--- src/rtl/tl45_pipe_ctrl.sv ---
// tl45 pipeline sequencing controller: scoreboarded issue gating, stall/flush
// generation, branch redirect sequencing and halt/drain/resume flow.
module tl45_pipe_ctrl #(
    parameter int FLUSH_CYCLES = 2,
    parameter int CNT_W        = 2
) (
    input  logic        i_clk,
    input  logic        i_reset,
    input  logic [3:0]  i_dec_opcode,
    input  logic [3:0]  i_dec_dr,
    input  logic [3:0]  i_dec_sr1,
    input  logic [3:0]  i_dec_sr2,
    input  logic        i_ex_ready,
    output logic        o_issue,
    output logic        o_pipe_stall,
    output logic        o_pipe_flush,
    input  logic        i_wb_valid,
    input  logic [3:0]  i_wb_dr,
    input  logic        i_redirect_valid,
    input  logic [31:0] i_redirect_pc,
    input  logic        i_halt,
    input  logic        i_resume,
    input  logic [31:0] i_resume_pc,
    output logic        o_fetch_pc_load,
    output logic [31:0] o_fetch_pc,
    output logic        o_halted,
    output logic [15:0] o_busy_mask
);

    typedef enum logic [1:0] {S_RUN, S_FLUSH, S_DRAIN, S_HALTED} state_t;

    localparam logic [CNT_W-1:0] CNT_MAX = '1;
    localparam logic [2:0]       FC_INIT = 3'(FLUSH_CYCLES);

    state_t      state_q, state_d;
    logic [2:0]  flush_cnt_q, flush_cnt_d;
    logic [31:0] fetch_pc_q, fetch_pc_d;
    logic        fetch_load_q, fetch_load_d;

    logic [15:0][CNT_W-1:0] cnt_w;

    logic valid, use_sr1, use_sr2, wr_op, writer, hazard, all_idle;
    logic issue, stall, flush, halted;

    // Operand usage and destination write decode
    always_comb begin
        use_sr1 = 1'b0;
        use_sr2 = 1'b0;
        wr_op   = 1'b0;
        case (i_dec_opcode)
            4'h0, 4'h1:       begin use_sr1 = 1'b1; use_sr2 = 1'b1; wr_op = 1'b1; end
            4'h4, 4'h8:       begin use_sr1 = 1'b1; use_sr2 = 1'b1; end
            4'h2, 4'h3, 4'h6: begin use_sr1 = 1'b1; wr_op = 1'b1; end
            4'h9:             wr_op = 1'b1;
            default:          ;
        endcase
    end

    assign valid  = (i_dec_opcode != 4'hF);
    assign writer = wr_op && (i_dec_dr != 4'd0);
    assign hazard = (use_sr1 && (i_dec_sr1 != 4'd0) && (cnt_w[i_dec_sr1] != '0))
                 || (use_sr2 && (i_dec_sr2 != 4'd0) && (cnt_w[i_dec_sr2] != '0))
                 || (writer && (cnt_w[i_dec_dr] == CNT_MAX));
    assign all_idle = (o_busy_mask == 16'd0);

    // Per-register pending-write counters; register 0 is hardwired idle
    for (genvar gi = 0; gi < 16; gi++) begin : g_cnt
        if (gi == 0) begin : g_zero
            assign cnt_w[gi] = '0;
        end else begin : g_reg
            logic [CNT_W-1:0] cnt_q, cnt_d;
            logic inc, dec;
            assign inc = issue && writer && (i_dec_dr == 4'(gi));
            assign dec = i_wb_valid && (i_wb_dr == 4'(gi));
            always_comb begin
                cnt_d = cnt_q;
                if (inc && !dec)
                    cnt_d = cnt_q + CNT_W'(1);
                else if (dec && !inc && (cnt_q != '0))
                    cnt_d = cnt_q - CNT_W'(1);
            end
            always_ff @(posedge i_clk or posedge i_reset) begin
                if (i_reset) cnt_q <= '0;
                else         cnt_q <= cnt_d;
            end
            assign cnt_w[gi] = cnt_q;
        end
        assign o_busy_mask[gi] = (cnt_w[gi] != '0);
    end

    always_ff @(posedge i_clk or posedge i_reset) begin
        if (i_reset) begin
            state_q      <= S_RUN;
            flush_cnt_q  <= 3'd0;
            fetch_pc_q   <= 32'd0;
            fetch_load_q <= 1'b0;
        end else begin
            state_q      <= state_d;
            flush_cnt_q  <= flush_cnt_d;
            fetch_pc_q   <= fetch_pc_d;
            fetch_load_q <= fetch_load_d;
        end
    end

    always_comb begin
        state_d      = state_q;
        flush_cnt_d  = flush_cnt_q;
        fetch_pc_d   = fetch_pc_q;
        fetch_load_d = 1'b0;
        case (state_q)
            S_RUN: begin
                if (i_halt) begin
                    state_d = S_DRAIN;
                end else if (i_redirect_valid) begin
                    state_d      = S_FLUSH;
                    flush_cnt_d  = FC_INIT;
                    fetch_pc_d   = i_redirect_pc;
                    fetch_load_d = 1'b1;
                end
            end
            S_FLUSH: begin
                flush_cnt_d = flush_cnt_q - 3'd1;
                if (i_halt)
                    state_d = S_DRAIN;
                else if (flush_cnt_q <= 3'd1)
                    state_d = S_RUN;
            end
            S_DRAIN: begin
                if (all_idle) state_d = S_HALTED;
            end
            S_HALTED: begin
                if (i_resume) begin
                    state_d      = S_FLUSH;
                    flush_cnt_d  = FC_INIT;
                    fetch_pc_d   = i_resume_pc;
                    fetch_load_d = 1'b1;
                end
            end
            default: state_d = S_RUN;
        endcase
    end

    always_comb begin
        issue  = 1'b0;
        stall  = 1'b0;
        flush  = 1'b0;
        halted = 1'b0;
        case (state_q)
            S_RUN: begin
                issue = valid && !hazard && i_ex_ready && !i_redirect_valid && !i_halt;
                stall = valid && !issue;
            end
            S_FLUSH, S_DRAIN: flush = 1'b1;
            S_HALTED: begin
                halted = 1'b1;
                flush  = 1'b1;
                stall  = 1'b1;
            end
            default: ;
        endcase
    end

    assign o_issue         = issue;
    assign o_pipe_stall    = stall;
    assign o_pipe_flush    = flush;
    assign o_halted        = halted;
    assign o_fetch_pc      = fetch_pc_q;
    assign o_fetch_pc_load = fetch_load_q;

endmodule

--- config.mk ---
export PLATFORM = sky130hd
export DESIGN_NAME = tl45_pipe_ctrl
export DESIGN_NICKNAME = d
export VERILOG_FILES = /design/src/rtl/tl45_pipe_ctrl.sv
export SDC_FILE = /design/constraint.sdc
export NUM_CORES = 1
export LEC_CHECK = 0
export BUFFER_PORTS_ARGS = -buffer_cell sky130_fd_sc_hd__buf_4
export CORE_AREA = 8 8 113 115
export CTS_BUF_LIST = sky130_fd_sc_hd__clkbuf_4 sky130_fd_sc_hd__clkbuf_8
export DETAILED_ROUTE_END_ITERATION = 12
export DIE_AREA = 0 0 121 123
export PLACE_DENSITY = 0.7
export REMOVE_ABC_BUFFERS = 1
export SETUP_SLACK_MARGIN = 0.05
export SLEW_MARGIN = 20
export SYNTH_ARGS = -nofsm -noshare
export SYNTH_HDL_FRONTEND = slang
export SYNTH_SLANG_ARGS = --single-unit
--- constraint.sdc ---
create_clock -name i_clk -period 2.8 [get_ports i_clk]
set_input_delay 0.14 -clock i_clk [delete_from_list [all_inputs] [get_ports i_clk]]
set_output_delay 0.14 -clock i_clk [all_outputs]
set_load 0.01 [all_outputs]
==> impl_results.md <==
- Top cells by area, synth: dfrtp_1 36%, nand3_1 7.5%, mux2i_1 7.1%, nor2_1 7.1%, nand4_1 4.2%
- Die height: 123 um
- Area grow syn2layout: 29.9%
- Fin. Hold Viols: 0
- Worst-path clk slew: 90 ps
- Vias in the first global route: 4972
- FF+latch count, synth: 68
- GRT Overall Usage: 21.8%
- Fin util: 56.2%
- Top FF cell, synth: dfrtp_1
- Clk sinks: 68
- Largest area contributor in the netlist: dfrtp_1
- Internal Power: 2.65 mW
- Max cap viols: 0
- First-pass GRT wire length: 25800 um
- N_diodes: 0
- Unique masters post-synth: 51
- Routed wire length: 16500 um
- Fillers: 1043
- Post-synth EDFFs: 0
- Max FO, Critical Path: 7
- Critical path class: register to output port
- Port buffer count: 142
- Clock buffer count from CTS: 9
- Vias: 5078
- Clock power frac: 19.2%
- # IOs: 144
- Final Cycle Share: 96.4%
- Mapped Area: 0.00479 mm2
- Congestion Overflow GR: 0
- Setup crit end kind: output port
- Gate Count Post-Synth: 593
- Antenna violations before repair: 0
- Crit path DAT: 2560 ps
- CTS HTree Levels: 3
- DR pass1 iterations: 5
- PwrDens: 717 mW/mm2
- CP Launch Type: register
- Yosys top cell area share: 35.5%
- Wire per inst: 18.9 um
- R2R Setup Slk: 290 ps
- Via/cell ratio: 5.84
- Nets@finish: 820
- Status: finished, final reports clean
- Reg power frac: 32.5%
- ANT nets after route: 0
- CTS tree: done
- Seq/Total Area, Yosys: 35.5%
- CORE AREA: 0.0111 mm2
- Slew Limit Fails: 0
- Min-delay src: i_redirect_pc[7]
- Worst vdd ir: 629 uV
- CTS root buf: clkbuf_8
- Largest net degree at the start of global routing: 65
- RR Endpoint: g_cnt[10].g_reg.cnt_q[0]$_DFFE_PP0P_
- Starting Density: 43.2%
- Worst hold path type: input pin to register
- Combinational share of power: 48.2%
- Hold_ws: 89.7 ps
- Latest clock arrival within the worst-skew pair: 360 ps
- LEAKAGE: 2.86 nW
- Initial DRC Count: 431
- Worst flop-to-flop path startpoint: g_cnt[3].g_reg.cnt_q[1]$_DFFE_PP0P_
- Mean post-synth cell area: 8.08 um2
- Final GP Congestion: 0.975
- Min-Delay Endpoint: o_fetch_pc[7]$_DFFE_PP0P_
- Worst Path Required: 2660 ps
- Fmax: 371 MHz
- Post-route DRC: 0
- HPWL after detailed placement: 12800 um
- Net Sw Power: 1.81 mW
- Yosys Warn Count: 0
- Worst-margin pin slew: 569 ps
- FFs w/ async S/R, synth: 100%
- WHS Path Cells: 3
- Die width: 121 um
- Setup repair after global routing missed its margin: true
- Die area: 0.0149 mm2
- Setup violators final: 0
- Clock skew: 12.1 ps
- Layout cells sized above 1: 28.5%
- Rel. slew slack: 62.1%
- Worst reg2reg path depth: 8
- Post-layout min period: 2700 ps
- Switching share of power: 40.5%
- Clk buf depth: 2
- FP Rows: 39
## metrics by stage
step,setup TNS (ps),instance area (um2),cells,setup slack [ps],power [mW]
after floorplan,-33900,4580,554,-1060,2.69
after global placement,0,5940,849,400,3.57
after detailed placement,0,5940,849,334,3.63
after CTS,0,6150,866,57.0,4.50
after global routing,0,6220,870,8.01,4.82
final,0,6220,870,102,4.46
## cells in the final DEF, fill, tap and decap left out, types with 7 or more instances in the layout
cell,n
clkbuf_8,9
a21oi_1,39
mux2i_1,34
or2_1,7
nor2_1,89
nand3b_1,17
nand2b_1,8
dfrtp_2,10
inv_1,18
nand2_1,39
o21ai_0,26
nand4_1,32
dfrtp_1,58
nand3_1,72
buf_4,154
a22o_1,15
nor3_1,17
## worst max-delay path, cell delays in order (launching register included)
cell and delay [ps]:
dfrtp_2 460, or2_4 270, mux4_2 470, o311ai_2 220, a221o_1 210, nand2_2 70
o211ai_1 230, a21oi_1 110, buf_4 150
## area by class of cell
class	count	area, um2	area share [%]
clock buffers	9	124	1.99
clock inverters	7	82.6	1.33
inverters	19	71.3	1.15
multi-input cells	467	2850	45.7
flip-flops and latches	68	1710	27.5
well taps	143	179	2.87
repair buffers	157	1210	19.4
## worst max-delay path by stage
stage	cells after the start	from	slack, ps	endpoint
after floorplan	5	state_q[1]$_DFFE_PP0P_	-1060	o_fetch_pc[0]$_DFFE_PP0P_
after CTS	8	g_cnt[3].g_reg.cnt_q[0]$_DFFE_PP0P_	60	o_pipe_stall
after detailed placement	8	g_cnt[3].g_reg.cnt_q[0]$_DFFE_PP0P_	330	g_cnt[7].g_reg.cnt_q[0]$_DFFE_PP0P_
final	8	g_cnt[3].g_reg.cnt_q[1]$_DFFE_PP0P_	100	o_pipe_stall
after global placement	8	g_cnt[3].g_reg.cnt_q[0]$_DFFE_PP0P_	400	g_cnt[4].g_reg.cnt_q[0]$_DFFE_PP0P_
after global routing	8	g_cnt[11].g_reg.cnt_q[1]$_DFFE_PP0P_	8	o_pipe_stall
## layer usage
layer	part of all wire, %	track usage [%]	vias up
met5	0	0	-
met4	2.4	8.59	0
met3	11	6.30	29
met2	45	35.3	292
met1	42	27.0	2366
li1	-	-	2391
## power groups by stage
stage | Clock, mW | Sequential (mW) | Combinational [mW]
2_1_floorplan | 0 | 1.56 | 1.12
3_3_place_gp | 0 | 1.45 | 2.11
3_5_place_dp | 0 | 1.47 | 2.16
4_1_cts | 0.881 | 1.45 | 2.16
5_1_grt | 0.934 | 1.49 | 2.39
6_report | 0.858 | 1.45 | 2.15
## cell usage after synthesis (all sizes together), types with 3 or more instances
cell type  count
ha             7
nand2b         8
o21ai         27
a22o          15
dfrtp         68
nor3          17
clkbuf        25
o211ai         3
nor3b          5
nand4         32
nand3         72
mux2i         34
mux2           4
or2           14
nand3b        17
nor2          90
or4            3
buf           14
nand2         40
inv           19
mux4           5
nor2b          4
a21oi         39
## sequential cells by signal, indices dropped and copies added (netlist names)
signal and cells:
state_q 2, o_fetch_pc_load 1, g_cnt.g_reg.cnt_q 30, o_fetch_pc 32, flush_cnt_q 3
## repair_timing
item / in CTS / in global routing
buffers inserted: 0 / 4
gates resized for setup: 0 / 17
hold buffers: 1 / 0
endpoints found under the setup margin: 0 / 2
hold endpoints to repair: 18 / 0
## logic make-up (layout without fill, tap and decap cells)
logic type | after synthesis | count (layout) | synth area share [%]
compound gates | 105 | 105 | 13.8
fa+ha+maj | 8 | 8 | 2.04
flops | 68 | 68 | 35.5
other cells | 1 | 1 | 0.0783
simple gates | 310 | 310 | 32.3
mux | 43 | 43 | 10.4
buf+inv | 58 | 192 | 5.85
Note: power is estimated with default switching activity, not from simulation.
